$ cat src/rtl/fifo_drain_pkg.sv
// rtl/fifo_drain_pkg.sv - shared constants for the FIFO read-side drain controller
package fifo_drain_pkg;

  localparam logic [1:0] ST_IDLE  = 2'd0;
  localparam logic [1:0] ST_BURST = 2'd1;
  localparam logic [1:0] ST_DRAIN = 2'd2;

  localparam int OBUF_DEPTH = 2;
  localparam int FIFO_DEPTH = 16;
  localparam int THRESH     = 8;

endpackage

$ cat src/rtl/fifo_drain_obuf.sv
// rtl/fifo_drain_obuf.sv - 2-entry valid/ready output buffer with occupancy
module fifo_drain_obuf
  import fifo_drain_pkg::*;
#(
  parameter int DW = 8
) (
  input  logic          clk,
  input  logic          rst_n,
  input  logic          s_tvalid,
  input  logic [DW-1:0] s_tdata,
  output logic          m_tvalid,
  output logic [DW-1:0] m_tdata,
  input  logic          m_tready,
  output logic [1:0]    occ
);

  logic [DW-1:0] mem_q [OBUF_DEPTH];
  logic [DW-1:0] mem_d [OBUF_DEPTH];
  logic          wr_ptr_q, wr_ptr_d;
  logic          rd_ptr_q, rd_ptr_d;
  logic [1:0]    occ_q, occ_d;
  logic          push, pop;

  assign m_tvalid = (occ_q != 2'd0);
  assign m_tdata  = mem_q[rd_ptr_q];
  assign occ      = occ_q;
  assign pop      = m_tvalid & m_tready;
  // A full buffer may still take a word in the same cycle its head leaves.
  assign push     = s_tvalid & ((occ_q != 2'(OBUF_DEPTH)) | pop);

  always_comb begin
    mem_d = mem_q;
    if (push) mem_d[wr_ptr_q] = s_tdata;
    wr_ptr_d = wr_ptr_q ^ push;
    rd_ptr_d = rd_ptr_q ^ pop;
    occ_d    = occ_q + {1'b0, push} - {1'b0, pop};
  end

  always_ff @(posedge clk or negedge rst_n) begin
    if (!rst_n) begin
      for (int i = 0; i < OBUF_DEPTH; i++) mem_q[i] <= '0;
      wr_ptr_q <= 1'b0;
      rd_ptr_q <= 1'b0;
      occ_q    <= 2'd0;
    end else begin
      mem_q    <= mem_d;
      wr_ptr_q <= wr_ptr_d;
      rd_ptr_q <= rd_ptr_d;
      occ_q    <= occ_d;
    end
  end

endmodule

$ cat src/rtl/fifo_drain_ctrl.sv
// rtl/fifo_drain_ctrl.sv - burst/flush read controller for the 16x8 FIFO
// Optional FIFO_DRAIN_STATS_EN adds words_out and bursts counters.
module fifo_drain_ctrl
  import fifo_drain_pkg::*;
#(
  parameter int DW            = 8,
  parameter int BURST_LEN     = 8,
  parameter int FLUSH_TIMEOUT = 64
) (
  input  logic          clk,
  input  logic          rst_n,
  input  logic          en,
  output logic          fifo_rd,
  input  logic [DW-1:0] fifo_data,
  input  logic          fifo_empty,
  input  logic          fifo_threshold,
  input  logic          fifo_underflow,
  output logic          m_valid,
  output logic [DW-1:0] m_data,
  input  logic          m_ready,
  output logic          busy,
  output logic          err_underflow
`ifdef FIFO_DRAIN_STATS_EN
  ,
  output logic [15:0]   words_out,
  output logic [15:0]   bursts
`endif
);

  localparam int IW = $clog2(FLUSH_TIMEOUT);
  localparam int BW = $clog2(BURST_LEN + 1);
  localparam logic [IW-1:0] IDLE_MAX   = IW'(FLUSH_TIMEOUT - 1);
  localparam logic [BW-1:0] BURST_LAST = BW'(BURST_LEN - 1);

  logic [1:0]    state_q, state_d;
  logic [BW-1:0] burst_cnt_q, burst_cnt_d;
  logic [IW-1:0] idle_cnt_q, idle_cnt_d;
  logic          rd_pending_q, rd_pending_d;
  logic          err_q, err_d;
  logic [1:0]    occ;
  logic [2:0]    fill;
  logic          pop, can_pop, popping_state;

  fifo_drain_obuf #(.DW(DW)) u_obuf (
    .clk      (clk),
    .rst_n    (rst_n),
    .s_tvalid (rd_pending_q),
    .s_tdata  (fifo_data),
    .m_tvalid (m_valid),
    .m_tdata  (m_data),
    .m_tready (m_ready),
    .occ      (occ)
  );

  // Words already buffered or on their way, less the one leaving this cycle.
  assign pop           = m_valid & m_ready;
  assign fill          = {1'b0, occ} + {2'b0, rd_pending_q} - {2'b0, pop};
  assign can_pop       = (fill < 3'd2);
  assign popping_state = (state_q == ST_BURST) | (state_q == ST_DRAIN);
  assign fifo_rd       = can_pop & ~fifo_empty & popping_state & en;

  assign busy          = (state_q != ST_IDLE) | rd_pending_q | (occ != 2'd0);
  assign err_underflow = err_q;

  always_comb begin
    state_d      = state_q;
    burst_cnt_d  = burst_cnt_q;
    idle_cnt_d   = idle_cnt_q;
    rd_pending_d = fifo_rd;
    err_d        = err_q | fifo_underflow;
    case (state_q)
      ST_IDLE: begin
        burst_cnt_d = '0;
        if (fifo_empty | fifo_threshold) idle_cnt_d = '0;
        else if (idle_cnt_q != IDLE_MAX) idle_cnt_d = idle_cnt_q + IW'(1);
        if (en & fifo_threshold) begin
          state_d    = ST_BURST;
          idle_cnt_d = '0;
        end else if (en & ~fifo_empty & (idle_cnt_q == IDLE_MAX)) begin
          state_d    = ST_DRAIN;
          idle_cnt_d = '0;
        end
      end
      ST_BURST: begin
        idle_cnt_d = '0;
        if (fifo_rd) burst_cnt_d = burst_cnt_q + BW'(1);
        if (~en | (fifo_rd & (burst_cnt_q == BURST_LAST)) | (fifo_empty & ~fifo_rd))
          state_d = ST_IDLE;
      end
      ST_DRAIN: begin
        idle_cnt_d = '0;
        if (fifo_empty | ~en) state_d = ST_IDLE;
      end
      default: state_d = ST_IDLE;
    endcase
  end

  always_ff @(posedge clk or negedge rst_n) begin
    if (!rst_n) begin
      state_q      <= ST_IDLE;
      burst_cnt_q  <= '0;
      idle_cnt_q   <= '0;
      rd_pending_q <= 1'b0;
      err_q        <= 1'b0;
    end else begin
      state_q      <= state_d;
      burst_cnt_q  <= burst_cnt_d;
      idle_cnt_q   <= idle_cnt_d;
      rd_pending_q <= rd_pending_d;
      err_q        <= err_d;
    end
  end

`ifdef FIFO_DRAIN_STATS_EN
  logic [15:0] words_out_q, words_out_d;
  logic [15:0] bursts_q, bursts_d;

  always_comb begin
    words_out_d = words_out_q + {15'd0, pop};
    bursts_d    = bursts_q + {15'd0, (state_q == ST_IDLE) & (state_d != ST_IDLE)};
  end

  always_ff @(posedge clk or negedge rst_n) begin
    if (!rst_n) begin
      words_out_q <= 16'd0;
      bursts_q    <= 16'd0;
    end else begin
      words_out_q <= words_out_d;
      bursts_q    <= bursts_d;
    end
  end

  assign words_out = words_out_q;
  assign bursts    = bursts_q;
`endif

endmodule

$ cat config.mk
export PLATFORM = sky130hd
export DESIGN_NAME = fifo_drain_ctrl
export DESIGN_NICKNAME = d
export VERILOG_FILES = /design/src/rtl/fifo_drain_pkg.sv /design/src/rtl/fifo_drain_obuf.sv /design/src/rtl/fifo_drain_ctrl.sv
export SDC_FILE = /design/constraint.sdc
export NUM_CORES = 1
export LEC_CHECK = 0
export ABC_AREA = 1
export BUFFER_PORTS_ARGS = -buffer_cell sky130_fd_sc_hd__clkbuf_2
export CORE_MARGIN = 10
export CORE_UTILIZATION = 45
export CTS_CLUSTER_DIAMETER = 50
export DETAILED_ROUTE_END_ITERATION = 8
export HOLD_SLACK_MARGIN = 0.05
export MAX_ROUTING_LAYER = met4
export PLACE_DENSITY_LB_ADDON = 0.3
export SLEW_MARGIN = 20
export SYNTH_ARGS = -nofsm -noshare
export SYNTH_HDL_FRONTEND = slang
export SYNTH_HIERARCHICAL = 1
export SYNTH_SLANG_ARGS = --single-unit
$ cat constraint.sdc
create_clock -name clk -period 6.4 [get_ports clk]
set_input_delay 0.64 -clock clk [delete_from_list [all_inputs] [get_ports clk]]
set_output_delay 0.64 -clock clk [all_outputs]
set_load 0.05 [all_outputs]
Word level (Yosys, flattened, before mapping):

Index checks and enable logic that the tools add are counted.
Widths: inputs -> output; s select.

* add/sub/neg operators: 6
* reductions and logical operators: 10
* eq/ne operators: 11
* order comparisons: 4
* mux-type cells: 18
* bitwise gates (word level): 26

Operator list (count)
* $mux 8: 4
* $mux 6: 4
* $bwmux 16: 1
* $pmux 6 s2: 1
* $and 1x1->1: 10
* $or 1x1->1: 9
* $demux 8 s1: 1
* $mux 2: 4
* $pmux 4 s2: 1
* $reduce_bool 2->1: 4
* $add 6x1->6 const B: 1
* $eq 6x6->1 const B: 1
* $ne 6x6->1 const B: 1
* $pmux 2 s3: 1
* $ne 5x5->1 const B: 1
* $add 4x1->4 const B: 1
* $eq 4x3->1 const B: 1
* $ge 2x2->1 const B: 2
* $mux 4: 1
* $ne 2x1->1 const B: 2
* $ne 2x2->1 const B: 2
* $not 1->2: 2
* $reduce_and 2->1: 2
* $add 2x1->3: 1
* 14 further kinds: 17

* output and inout port bits: 12
* input bits: 15
* bits in registers: 34
* logic and storage cells: 85

Depth between registers and ports, before layout:

* word-level depth: 12
* gate-level depth with buffers: 18
* depth with buffers taken out: 18

Cells and area by module:

Netlist, hierarchy kept.

Modules (own cells, without submodules)
* fifo_drain_obuf: area an instance 959.7 µm², cells an instance 115, sequential area each 500.5 µm², times used 1
* fifo_drain_ctrl: area an instance 952.2 µm², cells an instance 125, sequential area each 350.3 µm², times used 1

Least setup slack after synthesis:

No wires, ideal clock.

* path type: register to output
* start: register u_obuf.occ_q[1] (netlist: u_obuf/occ[1])
* end: output fifo_rd
* setup slack: 3.320 ns
* arrival: 2.440 ns
* path buffers: 0
* stages on the path, launching flop included: 13
* required time: 5.760 ns
* path through: dfrtp_1 -> inv_1 -> nand2_1 -> nand2_1 -> inv_1 -> ha_1 -> inv_1 -> nand2_1 -> fa_1 -> nand2_1 -> nor2_2 -> nand2_1 -> inv_1

* cells in the longest elaborated chain, start to end: 7
* elaborated cells between the ends (all ways): 8
* classes of those cells: add/sub (2); order compare (1); bitwise (4); reduce/logical (1)

RTL lines
* from (decl): line fifo_drain_obuf.sv:21 `logic [1:0] occ_q, occ_d;`
* from (signal assigned): line fifo_drain_obuf.sv:44 `occ_q <= 2'd0;`
* from (signal assigned): line fifo_drain_obuf.sv:49 `occ_q <= occ_d;`
* $reduce_bool 2->1: line fifo_drain_obuf.sv:24 `assign m_tvalid = (occ_q != 2'd0);`
* via m_valid: line fifo_drain_ctrl.sv:18 `output logic m_valid,`
* $and 1x1->1: line fifo_drain_ctrl.sv:56 `assign pop = m_valid & m_ready;`
* $sub 3x1->3: line fifo_drain_ctrl.sv:57 `assign fill = {1'b0, occ} + {2'b0, rd_pending_q} - {2'b0, pop};`
* $lt 3x2->1: line fifo_drain_ctrl.sv:58 `assign can_pop = (fill < 3'd2);`
* $and 1x1->1 (3 in series): line fifo_drain_ctrl.sv:60 `assign fifo_rd = can_pop & ~fifo_empty & popping_state & en;`
* to (decl): line fifo_drain_ctrl.sv:13 `output logic fifo_rd,`

The timed path passes the listed nets, and every way through them passes these cells.

Final worst setup path:

* start: register u_obuf.occ_q[1] (netlist: u_obuf/occ[1])
* end: output fifo_rd

* cells in the longest elaborated chain, start to end: 7
* elaborated cells between the ends (all ways): 8
* classes of those cells: add/sub (2); order compare (1); bitwise (4); reduce/logical (1)

RTL lines (line)
* branches (longest 2 deep; another with $add 2x1->3)
* $sub 3x1->3 (*): fifo_drain_ctrl.sv:57
* $lt 3x2->1 (*): fifo_drain_ctrl.sv:58
* $and 1x1->1 (*) (3 in series): fifo_drain_ctrl.sv:60

Mark *: on every way between the ends.

==> out/metrics.yaml <==
outcome: "completed"
routed_wl_mm: 3.59
cpLargestDelayFamily: "adder cells"
setup_viol_count_final: 0
rows: 23
critPathMaxFanout: 7
fin_area_um2: 2140
utilization_pct: 52.7
p_per_area_nw_per_um2: 460
tightest_slew_ns: 0.855
cts-root-buf: "clkbuf_8"
cts_buffer_depth: 2
vias_per_cell: 4.76
period_needed_ns: 3.18
cp_slowest_stage_delay_ns: 0.48
clk_latency_ns: 0.29
drive_gt1_share_pct: 18.2
ys_ff_latch: 34
critPathSlowestCell: "fa_1"
wl_per_cell_um: 11.3
cp.depth: 13
rsz0062_at_grt: "false"
max_slew_margin_pct: 43.0
area_growth_syn_to_layout_pct: 11.9
postPlaceCellArea_um2: 2050
p_leak_uw: 0.00115
grt_start_max_net_pins: 35
syn-num-nets: 267
dr.first_iter.drc_count: 106
h-tree-depth: 2
cp.required_ns: 5.76
vias: 1518
slew_viol_final: 0
ys_warn_count: 6
start_kind: "register"
ant_nets: 0
post_cts_buffers: 0
critPathKind: "register to output port"
antennaDiodeCount: 0
fin_skew_ns: 0.00559
final_cells: 319
ys_types: 22
start_util_pct: 47.1
grt_pass1_wl_mm: 6.50
hold_class: "input port to asynchronous set/reset pin"
fmax_mhz: 315
cts_hold_buf: 0
grt-ovfl-total: 0
fin_nets: 295
coreArea_um2: 4060
die_area_um2: 7260
path_buf_inv: 5
antenna_found_initial: 0
grt_pass1_vias: 1537
globalRouteTotalUtil_pct: 11.1
rr_worst_depth: 14
worstPathArrival_ns: 2.54
die_w_um: 85.2
finalCritPeriodShare_pct: 49.7
yosysSeqAreaShare_pct: 44.5
cap_violations: 0
postSynthAreaPerCell_um2: 7.97
cp_common_cell: "nand2_1"
clkTransAtPathRegs_ns: 0.07
endpoint_kind: "output port"
pin_count: 27
hold_slack_ns: 0.451
syn_inst: 240
numPortBuffers: 26
hold_viol: 0
place_congestion: 0.846
cts_made_buffers: 5
dp_hpwl_mm: 2.64
drc: 0
clock_sink_count: 34
dp.cells: 311
fill_cells: 388
ctsResizeCount: 0
fp.dieH_um: 85.2
tritoncts: "done"
drtPass1Iterations: 6
mappedNetlistArea_um2: 1910
setup-tns-final_ns: 0
crit_chain: "inv_1, nand2_1, nand2_1, inv_1, ha_1, inv_1, nand2_1, fa_1, nand2_1, nor2_2, nand2_1, inv_1, clkbuf_2"
vdd_ir_drop_max_v: 0.000226
==> report_power, final <==
part	internal (µW)	total [µW]	switching (µW)
Clock	86.7	163	76.0
Combinational	130	482	353
Sequential	284	340	56.1
==> Yosys cell counts <==
master / instances / share of area, %
o22ai_1: 1 / 0.33
mux2i_1: 1 / 0.52
nand4_1: 4 / 1.3
nand2_1: 71 / 14
buf_6: 5 / 2.9
dfrtp_1: 34 / 45
ha_1: 11 / 7.2
xor2_1: 1 / 0.46
nand2_2: 2 / 0.65
nand4_2: 1 / 0.65
a22oi_1: 1 / 0.39
o21ai_0: 22 / 5.8
nor2_2: 3 / 0.98
fa_1: 1 / 1.0
inv_1: 48 / 9.4
o21ai_2: 6 / 2.7
a21oi_2: 1 / 0.46
inv_2: 1 / 0.20
nand3_1: 11 / 2.9
nor2_1: 7 / 1.4
o21ai_1: 6 / 1.6
or2_2: 2 / 0.65
==> final cells by class <==
class | count | area (µm²) | area share, %
tap | 50 | 62.6 | 2.92
timing repair buffer | 26 | 130 | 6.08
inverter | 49 | 184 | 8.60
clock inverter | 1 | 5.00 | 0.234
clock buffer | 7 | 86.3 | 4.04
sequential | 34 | 851 | 39.8
multi-input combinational | 152 | 821 | 38.4
==> routing by layer <==
| layer | part of all wire (%) | up-vias | global-route usage, % | wire length (µm) |
|---|---|---|---|---|
| met5 | 0 | - | - | 0 |
| met3 | 6.1 | 2 | 4.49 | 219 |
| met1 | 46 | 670 | 11.9 | 1660 |
| met2 | 47 | 49 | 18.3 | 1700 |
| li1 | - | 797 | - | - |
| met4 | 0.36 | 0 | 3.59 | 13 |
==> per-stage QoR <==
step                      worst slack [ns]  power (µW)
after global routing                  2.96        1070
after global placement                3.48         820
after detailed placement              3.43         831
final                                 3.22         985
after floorplan                       3.32         732
after CTS                             3.21         997
==> registers in the layout, summed over array words and instances (netlist names) <==
| name | flops |
|---|---|
| burst_cnt_q | 4 |
| u_obuf/wr_ptr_q | 1 |
| u_obuf/occ | 2 |
| idle_cnt_q | 6 |
| state_q | 2 |
| err_underflow | 1 |
| u_obuf/rd_ptr_q | 1 |
| u_obuf/mem_q | 16 |
| rd_pending_q | 1 |
==> placed cells by master, fill, tap and decap left out <==
cell      synthesis  final
mux2i_1           1      1
nand2_2           2      2
nor2_1            7      7
clkbuf_1          0      1
o22ai_1           1      1
a21oi_2           1      1
o21ai_1           6      6
fa_1              1      1
clkbuf_2          0     26
a22oi_1           1      1
xor2_1            1      1
nand3_1          11     11
ha_1             11     11
clkinv_2          0      1
o21ai_2           6      6
inv_1            48     48
or2_2             2      2
inv_2             1      1
nor2_2            3      3
nand4_1           4      4
nand2_1          71     71
o21ai_0          22     22
clkbuf_8          0      6
nand4_2           1      1
dfrtp_1          34     34
==> cells by family (layout without fill, tap and decap cells) <==
family / Yosys count / after routing / synth area share [%]
DFF: 34 / 34 / 44.5
xor gates and xnor gates: 1 / 1 / 0.458
buffers and inverters: 54 / 83 / 12.6
adders and majority gates: 12 / 12 / 8.25
AOI/OAI and AO/OA: 37 / 37 / 11.3
muxes: 1 / 1 / 0.524
and+or+nand+nor: 101 / 101 / 22.4
==> final timing paths <==
| path | from | end | slack (ns) |
|---|---|---|---|
| hold / removal | rst_n | rd_pending_q | 0.45 |
| min in group clk | err_underflow | err_underflow | 0.47 |
| setup / recovery | u_obuf/occ[1] | fifo_rd | 3.22 |
| hold reg to reg | err_underflow | err_underflow | 0.47 |
| max in group asynchronous | rst_n | idle_cnt_q[4] | 5.42 |
| setup reg to reg | u_obuf/occ[1] | burst_cnt_q[2] | 3.94 |
No activity file was read; power rests on OpenSTA's default activity.
